`config.mk`:
```
export PLATFORM = sky130hd
export DESIGN_NAME = or8_way
export DESIGN_NICKNAME = d
export VERILOG_FILES = /design/src/rtl/or8_way.sv
export SDC_FILE = /design/constraint.sdc
export NUM_CORES = 1
export LEC_CHECK = 0
export CAP_MARGIN = 20
export CORE_UTILIZATION = 44
export DETAILED_ROUTE_END_ITERATION = 7
export HOLD_SLACK_MARGIN = 0.05
export PLACE_DENSITY = 0.78
export SLEW_MARGIN = 10
export SYNTH_ARGS = -nofsm -noshare
export SYNTH_HDL_FRONTEND = slang
export SYNTH_SLANG_ARGS = --single-unit
```
`constraint.sdc`:
```
create_clock -name CLK -period 4.9 [get_ports CLK]
set_clock_uncertainty 0.2 [all_clocks]
set_input_delay 0.735 -clock CLK [delete_from_list [all_inputs] [get_ports CLK]]
set_output_delay 0.735 -clock CLK [all_outputs]
set_load 0.01 [all_outputs]
```
`src/rtl/or8_way.sv`:
```
// or8_way: 8-input OR with a registered status bank (delayed OR, edges, popcount, low/high index, sticky).
// OUT is combinational; everything else is 1 cycle. No backpressure. STICKY is built only with OR8WAY_STICKY_EN.
module or8_way (
  input  logic       CLK,
  input  logic       RST,
  input  logic [7:0] X,
  input  logic       CLR,
  output logic       OUT,
  output logic       OUT_Q,
  output logic       RISE,
  output logic       FALL,
  output logic [3:0] NSET,
  output logic [2:0] LOW_IDX,
  output logic [2:0] HIGH_IDX,
  output logic       STICKY
);

  logic [3:0] cnt_c;
  logic [2:0] low_c;
  logic [2:0] high_c;

  assign OUT = |X;

  // Scan directions make the last hit win: downward for lowest, upward for highest.
  always_comb begin
    cnt_c  = 4'd0;
    low_c  = 3'd0;
    high_c = 3'd0;
    for (int i = 0; i < 8; i++) begin
      cnt_c = cnt_c + 4'(X[i]);
      if (X[i]) high_c = 3'(i);
    end
    for (int i = 7; i >= 0; i--) begin
      if (X[i]) low_c = 3'(i);
    end
  end

  always_ff @(posedge CLK) begin
    if (RST) begin
      OUT_Q    <= 1'b0;
      RISE     <= 1'b0;
      FALL     <= 1'b0;
      NSET     <= 4'd0;
      LOW_IDX  <= 3'd0;
      HIGH_IDX <= 3'd0;
    end else begin
      OUT_Q    <= OUT;
      RISE     <= OUT & ~OUT_Q;
      FALL     <= ~OUT & OUT_Q;
      NSET     <= cnt_c;
      LOW_IDX  <= low_c;
      HIGH_IDX <= high_c;
    end
  end

`ifdef OR8WAY_STICKY_EN
  // Clearing loads OUT rather than 0 so an event on the clear edge is kept.
  always_ff @(posedge CLK) begin
    if (RST)      STICKY <= 1'b0;
    else if (CLR) STICKY <= OUT;
    else          STICKY <= STICKY | OUT;
  end
`else
  logic unused_clr;
  assign unused_clr = CLR;
  assign STICKY     = 1'b0;
`endif

endmodule

```
**Yosys cells after proc, flatten, opt, wreduce, memory -nomap -nowiden**

Cells that the tools add are included.

- Bitwise gates (word level): 4
- Reductions and logical operators: 4
- Mux-type cells: 14
- Add/subtract/negate cells: 7

Operators with widths:

| kind | count |
|---|---|
| $mux W3 | 10 |
| $add A4 B1 Y4 | 4 |
| $reduce_or A8 Y1 | 1 |
| $reduce_or A5 Y1 | 1 |
| $add A3 B1 Y4 | 1 |
| $mux W2 | 2 |
| $add A2 B1 Y3 | 1 |
| $reduce_or A3 Y1 | 1 |
| $add A1 B1 Y2 | 1 |
| $and A1 B1 Y1 | 2 |
| $mux W1 | 2 |
| $not A1 Y1 | 2 |
| $reduce_or A2 Y1 | 1 |

- Logic and storage cells: 37
- Input bits: 11
- Output and inout bits: 15
- Register bits: 13

**Logic depth before layout (Yosys ltp)**

- Depth after elaboration: 7
- Mapped depth: 10

**Worst setup path after synthesis**

No wires, ideal clock.

- Path kind: in2reg
- From: input port X[0]
- To: register NSET[2]
- Stages on the path: 10
- Buffers on the path: 0
- Setup slack: 1.625 ns
- Data arrival time: 2.961 ns
- Library setup time: 0.114 ns
- Required time: 4.586 ns
- Cells stage by stage: fa_1 > inv_1 > fa_1 > fa_1 > inv_1 > ha_1 > inv_1 > fa_1 > xor2_1 > nor2_1

- Longest elaborated chain between the ends: 7

Ends and longest elaborated chain:

| element | line | text |
|---|---|---|
| start, declared | 6 | `input logic [7:0] X,` |
| $add A1 B1 Y2 | 30 | `cnt_c = cnt_c + 4'(X[i]);` |
| $add A2 B1 Y3 | 30 |  |
| $add A3 B1 Y4 | 30 |  |
| $add A4 B1 Y4 (4 in a row) | 30 |  |
| end signal, assigned | 50 | `NSET <= cnt_c;` |
| end, declared | 12 | `output logic [3:0] NSET,` |

Every way passes these cells.
A chain may end at the register's enable or synchronous reset.

**Worst setup path in the final report**

- From: input port X[3]
- To: register NSET[2]

- Longest elaborated chain between the ends: 5

Ends and longest elaborated chain:

| element | line |
|---|---|
| $add A3 B1 Y4 | 30 |
| $add A4 B1 Y4 (4 in a row) | 30 |

Every way passes these cells.

==> impl_results.md <==
* Vias per cell at 4.907
* Tot GR Track Use at 0.1759
* CP Class: input pin to register
* Initial DRT Pass Iterations at 4
* WP data arrival at 3.56 ns
* Root Buffer: clkbuf_4
* Post-layout util at 0.6735
* Peak Freq at 0.2771 GHz
* Delay of the slowest cell on the worst path at 0.53 ns
* Cell count after synthesis at 68
* Tmin final at 3.609 ns
* Cell Area, Placed at 872.1 sq um
* CTS tree: built
* CTS H-tree lvls at 1
* Vias in the first global route at 445
* Syn. warnings at 0
* Synth cell types at 25
* Most frequent cells in the layout: clkdlybuf4s50_1, dfxtp_1, inv_1, nor2_1
* Worst Hold Path EP: RISE
* Most used cell, CP: fa_1
* Post-synthesis compound-gate area fraction at 0.09747
* Max_cap viols at 0
* Die H at 40.20 um
* First-pass GRT wire length at 1.842 mm
* Setup TNS at 0 ns
* Grt ovf at 0
* Cell taking the most area after synthesis: dfxtp_1
* Synth area leaders: dfxtp_1, fa_1, ha_1, inv_1, nor2_1
* PortBufs at 23
* WL final at 1.156 mm
* WL/cell at 10.70 um
* Hold Violations, Final at 0
* Hold depth at 1
* Routed Antenna Nets at 0
* Syn-to-layout area delta at 39.96%
* Simple-Gate Fraction of Synth Area at 0.1637
* Total CTS buffers at 3
* Post-synthesis mux area share at 0
* Core area at 1334 sq um
* Leakage at 0.3963 nW
* R2R depth at 1
* R2r endpoint: FALL
* Antenna violations before repair at 0
* Worst Min Path Start: OUT_Q
* Largest net degree at the start of global routing at 13
* Final net count at 113
* Final GP Congestion at 0.8339
* Syn avg cell area at 9.439 sq um
* Top-area cell type share of the netlist area at 0.4055
* Hold Path Class: register to register
* Maximum VDD drop at 0.1662 mV
* Post-CTS Resized at 0
* Sink Count at 13
* PD cells at 294.3 nW/um^2
* # rows at 13
* # IOs at 26
* Hpwl dp at 915.2 um
* Crit path max fanout at 6
* RSZ-0062 raised after global routing: no
* Starting Density at 0.4812
* Total Power at 0.0002644 W
* Worst path slowest cell: fa_1
* Crit. End Element: register
* Clock latency on the worst-skew pair at 0.27 ns
* Tcrit/Tclk final at 0.7366
* Largest family of logic cells by synthesized area: adder cells
* Startpoint Class: input pin
* Layout cell share with drive strength beyond 1 at 0.07527
* Post-Synthesis Net Count at 87
* Clock transition at the registers of the reported paths at 0.08 ns
* Final Cell Area at 898.4 sq um
* Filler Cell Count at 109
* Post-route DRC violation count at 0
* Die area at 1616 sq um
* Ant. Diodes at 0
* Cell Chain, Critical Path: clkdlybuf4s50_1 -> fa_1 -> inv_1 -> fa_1 -> fa_1 -> inv_1 -> ha_1 -> inv_1 -> fa_1 -> xor2_1 -> nor2_1
* CTS Hold Bufs at 0
* Final setup fails at 0
* First-iteration detailed-routing DRC count at 9
* RR Startpoint: OUT_Q
* WP data required at 4.85 ns
* Synth Area in Adders at 0.2027
* Seq cells post-synth at 13
* Vias at 530
* Synth Cell Area at 641.9 sq um
* Most common cell after layout, fill and taps aside: clkdlybuf4s50_1
* Die Width at 40.20 um
* Clock Path Buffers at 2
* R2R setup slack at 4.11 ns
* Status: finished clean
* Seq/Total Area, Yosys at 0.4055
* Post-CTS Setup Inserts at 0
* Pins over their slew limit at 0
* Post-synthesis xor/xnor area fraction at 0.01365
worst max path at each step:
stage          from      end  depth (start not counted)
2_1_floorplan  X[0]  NSET[2]                         10
3_3_place_gp   X[3]  NSET[2]                         11
3_5_place_dp   X[0]  NSET[2]                         11
4_1_cts        X[3]  NSET[2]                         11
5_1_grt        X[3]  NSET[2]                         11
6_report       X[3]  NSET[2]                         11
power breakdown:
group / leakage, nW / internal [W] / switching (W)
Combinational: 0.274 / 0.0000430 / 0.0000364
Sequential: 0.108 / 0.000116 / 0.00000276
Clock: 0.0150 / 0.0000315 / 0.0000343
Total: 0.396 / 0.000191 / 0.0000735
metrics by stage:
| step | worst slack [ns] | hold slack, ns | cells |
|---|---|---|---|
| 2_1_floorplan | 1.625 | 0.2736 | 68 |
| 3_3_place_gp | 1.022 | 0.2270 | 104 |
| 3_5_place_dp | 1.009 | 0.2416 | 104 |
| 4_1_cts | 1.292 | 0.2522 | 108 |
| 5_1_grt | 1.153 | 0.2779 | 108 |
| 6_report | 1.291 | 0.2511 | 108 |
Yosys cell counts:
cell	number
nand2b_1	1
dfxtp_1	13
buf_4	1
nor4_2	1
nor4_1	1
a21o_1	1
buf_6	1
nand2_1	1
nor3b_1	1
o41ai_1	1
fa_1	4
conb_1	1
inv_1	13
nor2b_1	2
xor2_1	1
and3_2	1
nor3b_2	1
a31oi_1	1
ha_1	4
a21oi_1	4
inv_2	1
nor3_1	1
nand3_1	1
nor2_1	7
o21ai_0	4
logic make-up (layout without fill, tap and decap cells):
logic type	Yosys count	in the layout
buf+inv	16	41
other cells	1	1
simple gates	18	18
flops	13	13
compound gates	11	11
xor+xnor	1	1
fa+ha+maj	8	8
per-layer routing:
layer | global-route usage | wire [um]
met5 | 0 | 0
met4 | 0.1000 | 16
met3 | 0.05000 | 67
met2 | 0.2621 | 541
met1 | 0.2260 | 531
critical path: cells and delay by family:
kind | cells | cell delay, ns
AND/OR/NAND/NOR | 1 | 0.05
XOR/XNOR | 1 | 0.13
buffers and inverters | 4 | 0.68
adder cells (fa/ha/maj) | 5 | 1.96
state kept, by name, indices dropped and copies added (netlist names):
signal	cells
FALL	1
HIGH_IDX	3
RISE	1
NSET	4
LOW_IDX	3
OUT_Q	1
layout make-up:
class                      count  area [sq um]  share of cell area
multi-input combinational     39         310.3              0.3454
timing repair buffer          23         230.2              0.2563
sequential                    13         260.3              0.2897
inverter                      14         52.55             0.05850
tap                           15         18.77             0.02089
clock buffer                   4         26.28             0.02925
(Power assumes the default switching activity.)
